[config.mk]
export PLATFORM = sky130hd
export DESIGN_NAME = dcache_flat
export DESIGN_NICKNAME = d
export VERILOG_FILES = /design/src/rtl/dcache_if.sv /design/src/rtl/dcache.sv /design/src/flat_wrapper.sv
export SDC_FILE = /design/constraint.sdc
export NUM_CORES = 2
export LEC_CHECK = 0
export BUFFER_PORTS_ARGS = -buffer_cell sky130_fd_sc_hd__buf_2
export CAP_MARGIN = 10
export CELL_PAD_IN_SITES_DETAIL_PLACEMENT = 1
export CELL_PAD_IN_SITES_GLOBAL_PLACEMENT = 2
export CORE_UTILIZATION = 48
export DETAILED_ROUTE_END_ITERATION = 16
export PLACE_DENSITY_LB_ADDON = 0.3
export SYNTH_ARGS = -nofsm -noshare
export SYNTH_HDL_FRONTEND = slang
export SYNTH_SLANG_ARGS = --single-unit
[constraint.sdc]
create_clock -name CLK -period 7.2 [get_ports CLK]
set_input_delay 1.44 -clock CLK [delete_from_list [all_inputs] [get_ports CLK]]
set_output_delay 1.44 -clock CLK [all_outputs]
set_load 0.02 [all_outputs]
[src/rtl/dcache_if.sv]
// dcache_if: datapath-side and memory-side signals of the data cache.
interface dcache_if;
  logic        halt, dmemREN, dmemWEN, datomic, dhit, flushed, dREN, dWEN, dwait;
  logic [31:0] dmemaddr, dmemstore, dmemload, daddr, dstore, dload;
  modport slave (
    input  halt, dmemREN, dmemWEN, datomic, dmemaddr, dmemstore, dwait, dload,
    output dhit, dmemload, flushed, dREN, dWEN, daddr, dstore
  );
  modport master (
    output halt, dmemREN, dmemWEN, datomic, dmemaddr, dmemstore, dwait, dload,
    input  dhit, dmemload, flushed, dREN, dWEN, daddr, dstore
  );
endinterface

[src/rtl/dcache.sv]
// dcache: direct-mapped write-back write-allocate data cache with LL/SC,
// halt-triggered flush and a final hit-minus-miss report write.
module dcache #(
  parameter int          SETS     = 16,
  parameter logic [31:0] CNT_ADDR = 32'h3100
) (
  input logic     CLK,
  input logic     nRST,
  dcache_if.slave bus
);
  localparam int IW = $clog2(SETS);
  localparam int TW = 30 - IW;
  typedef enum logic [2:0] {IDLE, WB, ALLOC, FLUSH, CNT, DONE} state_t;
  state_t          state, nstate;
  logic [SETS-1:0] valid, dirty;
  logic [TW-1:0]   tags [SETS];
  logic [31:0]     data [SETS];
  logic [31:0]     hits, misses, link_addr;
  logic            link_valid;
  logic [IW-1:0]   fidx, idx, cidx;
  logic [TW-1:0]   tg;
  logic            hit, sc, sc_ok, req, st_hit, ll_hit, clr_dirty, fill, fadv;
  assign idx   = bus.dmemaddr[IW+1:2];
  assign tg    = bus.dmemaddr[31:IW+2];
  assign hit   = valid[idx] && tags[idx] == tg;
  assign req   = bus.dmemREN | bus.dmemWEN;
  assign sc    = bus.dmemWEN & bus.datomic;
  assign sc_ok = link_valid && link_addr == bus.dmemaddr;
  assign cidx  = state == FLUSH ? fidx : idx;
  // Everything is gated by nRST so outputs read as idle while reset is held.
  always_comb begin
    nstate       = state;
    bus.dhit     = 1'b0;
    bus.dmemload = '0;
    bus.flushed  = 1'b0;
    bus.dREN     = 1'b0;
    bus.dWEN     = 1'b0;
    bus.daddr    = '0;
    bus.dstore   = '0;
    st_hit       = 1'b0;
    ll_hit       = 1'b0;
    clr_dirty    = 1'b0;
    fill         = 1'b0;
    fadv         = 1'b0;
    if (nRST) begin
      case (state)
        IDLE: begin
          if (bus.halt) nstate = FLUSH;
          else if (req) begin
            if (sc && !sc_ok) bus.dhit = 1'b1;
            else if (hit) begin
              bus.dhit     = 1'b1;
              bus.dmemload = sc ? 32'd1 : data[idx];
              st_hit       = bus.dmemWEN;
              ll_hit       = bus.dmemREN & ~bus.dmemWEN & bus.datomic;
            end else nstate = (valid[idx] && dirty[idx]) ? WB : ALLOC;
          end
        end
        WB: begin
          bus.dWEN   = 1'b1;
          bus.daddr  = {tags[idx], idx, 2'b00};
          bus.dstore = data[idx];
          clr_dirty  = ~bus.dwait;
          nstate     = bus.dwait ? WB : ALLOC;
        end
        ALLOC: begin
          bus.dREN  = 1'b1;
          bus.daddr = bus.dmemaddr;
          fill      = ~bus.dwait;
          nstate    = bus.dwait ? ALLOC : IDLE;
        end
        FLUSH: begin
          if (valid[fidx] && dirty[fidx]) begin
            bus.dWEN   = 1'b1;
            bus.daddr  = {tags[fidx], fidx, 2'b00};
            bus.dstore = data[fidx];
            fadv       = ~bus.dwait;
            clr_dirty  = ~bus.dwait;
          end else fadv = 1'b1;
          if (fadv && fidx == IW'(SETS - 1)) nstate = CNT;
        end
        CNT: begin
          bus.dWEN   = 1'b1;
          bus.daddr  = CNT_ADDR;
          bus.dstore = hits - misses;
          nstate     = bus.dwait ? CNT : DONE;
        end
        DONE:    bus.flushed = 1'b1;
        default: nstate = IDLE;
      endcase
    end
  end
  always_ff @(posedge CLK or negedge nRST) begin
    if (!nRST) begin
      state      <= IDLE;
      valid      <= '0;
      dirty      <= '0;
      hits       <= '0;
      misses     <= '0;
      link_valid <= 1'b0;
      link_addr  <= '0;
      fidx       <= '0;
    end else begin
      state <= nstate;
      if (bus.dhit) hits <= hits + 1'b1;
      if (nstate == ALLOC && state != ALLOC) misses <= misses + 1'b1;
      if (st_hit) dirty[idx] <= 1'b1;
      if (clr_dirty) dirty[cidx] <= 1'b0;
      if (fill) begin
        valid[idx] <= 1'b1;
        dirty[idx] <= 1'b0;
      end
      if (state != FLUSH) fidx <= '0;
      else if (fadv) fidx <= fidx + 1'b1;
      if (ll_hit) begin
        link_valid <= 1'b1;
        link_addr  <= bus.dmemaddr;
      end else if (bus.dhit && sc) link_valid <= 1'b0;
      else if (st_hit && bus.dmemaddr == link_addr) link_valid <= 1'b0;
    end
  end
  always_ff @(posedge CLK) begin
    if (st_hit) data[idx] <= bus.dmemstore;
    if (fill) begin
      data[idx] <= bus.dload;
      tags[idx] <= tg;
    end
  end
endmodule

[src/flat_wrapper.sv]
// flat-port wrapper written by rule: the top's interface ports become plain ports
module dcache_flat 
#(
  parameter int          SETS     = 16,
  parameter logic [31:0] CNT_ADDR = 32'h3100
)
  (CLK, nRST, bus_halt, bus_dmemREN, bus_dmemWEN, bus_datomic, bus_dmemaddr, bus_dmemstore, bus_dwait, bus_dload, bus_dhit, bus_dmemload, bus_flushed, bus_dREN, bus_dWEN, bus_daddr, bus_dstore);
  dcache_if bus_i ();
  input logic CLK;
  input logic nRST;
  input wire logic [$bits(bus_i.halt)-1:0] bus_halt;
  input wire logic [$bits(bus_i.dmemREN)-1:0] bus_dmemREN;
  input wire logic [$bits(bus_i.dmemWEN)-1:0] bus_dmemWEN;
  input wire logic [$bits(bus_i.datomic)-1:0] bus_datomic;
  input wire logic [$bits(bus_i.dmemaddr)-1:0] bus_dmemaddr;
  input wire logic [$bits(bus_i.dmemstore)-1:0] bus_dmemstore;
  input wire logic [$bits(bus_i.dwait)-1:0] bus_dwait;
  input wire logic [$bits(bus_i.dload)-1:0] bus_dload;
  output wire logic [$bits(bus_i.dhit)-1:0] bus_dhit;
  output wire logic [$bits(bus_i.dmemload)-1:0] bus_dmemload;
  output wire logic [$bits(bus_i.flushed)-1:0] bus_flushed;
  output wire logic [$bits(bus_i.dREN)-1:0] bus_dREN;
  output wire logic [$bits(bus_i.dWEN)-1:0] bus_dWEN;
  output wire logic [$bits(bus_i.daddr)-1:0] bus_daddr;
  output wire logic [$bits(bus_i.dstore)-1:0] bus_dstore;
  assign bus_i.halt = bus_halt;
  assign bus_i.dmemREN = bus_dmemREN;
  assign bus_i.dmemWEN = bus_dmemWEN;
  assign bus_i.datomic = bus_datomic;
  assign bus_i.dmemaddr = bus_dmemaddr;
  assign bus_i.dmemstore = bus_dmemstore;
  assign bus_i.dwait = bus_dwait;
  assign bus_i.dload = bus_dload;
  assign bus_dhit = bus_i.dhit;
  assign bus_dmemload = bus_i.dmemload;
  assign bus_flushed = bus_i.flushed;
  assign bus_dREN = bus_i.dREN;
  assign bus_dWEN = bus_i.dWEN;
  assign bus_daddr = bus_i.daddr;
  assign bus_dstore = bus_i.dstore;
  dcache #(.SETS(SETS), .CNT_ADDR(CNT_ADDR)) u_core (.CLK(CLK), .nRST(nRST), .bus(bus_i));
endmodule
==> key figures <==
Outcome
  – Status: completed

STA
  – Fin. max-slew vios: 0
  – Fmax: 0.142 GHz
  – Final period utilization: 0.976
  – Fin. Hold Viols: 0
  – Worst setup margin: about 170 ps
  – Hold_ws: 470 ps
  – Final critical-path required period: between 7000 and 8000 ps
  – Slew margin rel.: 0.200
  – Setup Viol. Count Final: 0
  – Worst-margin pin slew: ~1200 ps
  – Setup TNS: 0 ps
  – RSZ-0062 raised after global routing: false
  – Skew final: approximately 41 ps

Clocking
  – CTS Root Cell: clkbuf_16
  – Cts hold-fix bufs: 0
  – Clock slew at reported path FFs: approximately 60 ps
  – Total CTS buffers: 115
  – TritonCTS clock tree: done
  – Worst-Skew Late Latency: 740 ps
  – Clock Path Buffers: 3
  – H-tree Lvls: 3
  – Sinks on Clock Net: 1064

Worst setup path
  – Crit. End Element: output port
  – Reg-to-reg slack, setup: 2020 ps
  – Worst Reg-to-Reg Cells: 12
  – Crit path to: bus_dmemload[10]
  – CP Cell Sequence: buf_12, buf_4, nor2_1, buf_4, a22oi_1, and3_1, o221ai_1, o32a_1, or4_1, or4_1, nand2b_4, nor3b_4, buf_12, and2_1, buf_2
  – CP max stage cell: or4_1
  – Data required, critical path: roughly 5800 ps
  – Crit path DAT: 5590 ps
  – Largest fanout on the critical path: 33
  – Worst Setup SP: bus_dmemaddr[2]
  – Largest stage delay, worst path: approximately 650 ps
  – Startpoint types: input port
  – Reg2Reg Launch Point: u_core.tags[6][12]$_DFFE_PP_
  – Kind of critical path: input port to output port
  – Reg2reg end: u_core.data[15][28]$_DFFE_PP_

Placed design
  – Hpwl dp: between 100000 and 150000 microns
  – Port buffer count: 202
  – Post-place setup slack: -3.90 ps
  – GP Congestion: 0.878
  – Placed instance area: 56800 sq um
  – Placed Instances: 4714

Power and ir drop
  – Clk pwr share: 0.378
  – Combinational fraction of design power: 0.178
  – Sw frac: 0.275
  – Sequential power share: 0.444
  – NetSw: ~4.3 mW
  – Worst vdd ir: 207 uV
  – Total power: around 16 mW
  – PwrDens: 261 nW/um^2
  – Leakage power total: 20.4 nW
  – Cell internal pwr: about 11 mW

Yosys
  – Fraction of registers with async set/reset: 0.128
  – Post-synthesis cell area: ~53000 sq um
  – Post-synth EDFFs: 928
  – Syn_nets: 3254
  – Largest cells by area after synthesis: edfxtp_1, mux4_2, dfrtp_1
  – Synth unique cells: 77
  – Cells after Synth: 3116
  – Mapped Avg Cell Area: 17.1 sq um
  – Share of the synthesized area in the top cell type: 0.524
  – Synth area leader: edfxtp_1
  – Most frequent cell after synthesis: edfxtp_1
  – Top cells by count, synth: edfxtp_1, mux4_2, dfrtp_1, clkbuf_1, nand2_1
  – Most used DFF post-synth: edfxtp_1
  – Yosys reg bits: 1064
  – Sequential cell area fraction in the yosys report: 0.588
  – Synth warnings: 0

Floorplanning
  – Io pins: 203
  – Placement Rows: 121
  – Die ar.: 112000 sq um
  – Die Y-Extent: 335 microns
  – Die W: 335 microns
  – Initial Util: 0.486
  – Core area: 109000 sq um

Global route
  – Global-route wire length before repair: about 250000 microns
  – Number of global-route vias before repair: 35100
  – Met3 Track Usage GR: 0.0521
  – Met1 Usage GRT: 0.421
  – Tot GR Track Use: 0.304
  – Pin count of the biggest net entering global routing: slightly above 100
  – GRT Max-Usage Layer: met2
  – GR met2 Demand/Resource: 0.486
  – Initial antenna violation count: 15
  – Total global routing overflow: 0

Layout
  – Layout cells sized above 1: 0.346
  – Layout Cells excl Fill: about 4900
  – Design Area, Final: approximately 60000 sq um
  – Area Overhead vs Synth: 13.9%
  – Number of nets in the layout: 3493
  – Final core occ: 0.554

Route
  – First-pass iteration count of the detailed router: 6
  – Initial DRC count: 3930
  – # DRC: 0
  – Vias: approximately 33000
  – Antenna-violating nets left: 0
  – WL/cell: 34.3 microns
  – Detailed Route WL: roughly 170000 microns
  – Via density: 6.75

Job
  – Max cap viols: 0

Hold path
  – Worst Hold Class: flop to flop
[registers in the layout, indices dropped and copies added, names as in the netlist, 3 cells and up]
name and count:
u_core.hits 32, u_core.tags 416, u_core.state 3, u_core.misses 32
u_core.link_addr 32, u_core.fidx 4, u_core.valid 16, u_core.dirty 16
u_core.data 512
[power groups by stage]
stage	clock [mW]	combinational [mW]	sequential (mW)
after global routing	6.23	2.96	7.03
after global placement	0	2.72	7.13
after CTS	6.03	2.81	7.02
final	5.97	2.82	7.02
after floorplan	0	1.84	7.07
after detailed placement	0	2.79	7.15
[what timing repair did]
action                     in CTS  in global routing
setup endpoints to repair      29                 31
resized for setup               2                  6
buffers inserted                0                  0
[layout by cell type, fill, tap and decap left out, types with 11 or more instances in the layout]
cell	count
or2_2	15
clkinv_2	20
a21o_1	16
ha_1	34
a21oi_1	70
buf_2	198
xor2_1	36
a22oi_1	59
o22ai_1	11
o221a_1	12
clkbuf_16	117
mux4_2	532
a222oi_1	16
nand2b_1	22
buf_4	111
mux2i_1	99
clkinv_1	13
inv_1	64
nand4_1	34
nor2b_1	14
clkbuf_8	11
mux2_2	74
nand2_1	118
o21ai_0	45
edfxtp_1	928
and3_1	30
nor2_1	99
buf_12	28
a221oi_1	17
dfrtp_1	132
nor3_1	33
clkbuf_1	28
xnor2_1	114
and2_1	45
nand3_1	53
[per-layer routing]
layer | wire (microns) | up-vias
met5 | 0 | -
met3 | 14500 | 328
li1 | - | 13400
met1 | 66800 | 17800
met4 | 5750 | 0
met2 | 82000 | 1785
[how the worst min path moves through the flow]
stage                                        from  cells past startpoint                       endpoint  slack (ps)
floorplan           u_core.misses[14]$_DFFE_PN0P_                      1  u_core.misses[14]$_DFFE_PN0P_         450
global placement    u_core.misses[30]$_DFFE_PN0P_                      1  u_core.misses[30]$_DFFE_PN0P_         460
detailed placement  u_core.misses[30]$_DFFE_PN0P_                      1  u_core.misses[30]$_DFFE_PN0P_         460
CTS                 u_core.misses[30]$_DFFE_PN0P_                      1  u_core.misses[30]$_DFFE_PN0P_         480
global route        u_core.misses[15]$_DFFE_PN0P_                      1  u_core.misses[15]$_DFFE_PN0P_         490
finish              u_core.misses[30]$_DFFE_PN0P_                      1  u_core.misses[30]$_DFFE_PN0P_         470
[final cells by class]
class	count	area [sq um]
Fill cell	9866	48900
Sequential cell	1064	31300
Multi-Input combinational cell	1767	21000
Clock buffer	156	3180
Timing Repair Buffer	342	2440
Tap cell	1476	1850
Clock inverter	58	607
Inverter	65	246
Antenna cell	5	12.5
[logic make-up after synthesis]
logic type	synth area share
fa+ha+maj	0.00837
mux	0.259
flops	0.588
compound gates	0.0454
xor+xnor	0.0247
buf+inv	0.0223
simple gates	0.0524
[critical path, delay by kind of cell]
family	cells	cell delay, ps
AND/OR/NAND/NOR	7	2160
buffers and inverters	5	1170
AO/OA/AOI/OAI	3	770
Power figures use the tool's default switching activity.
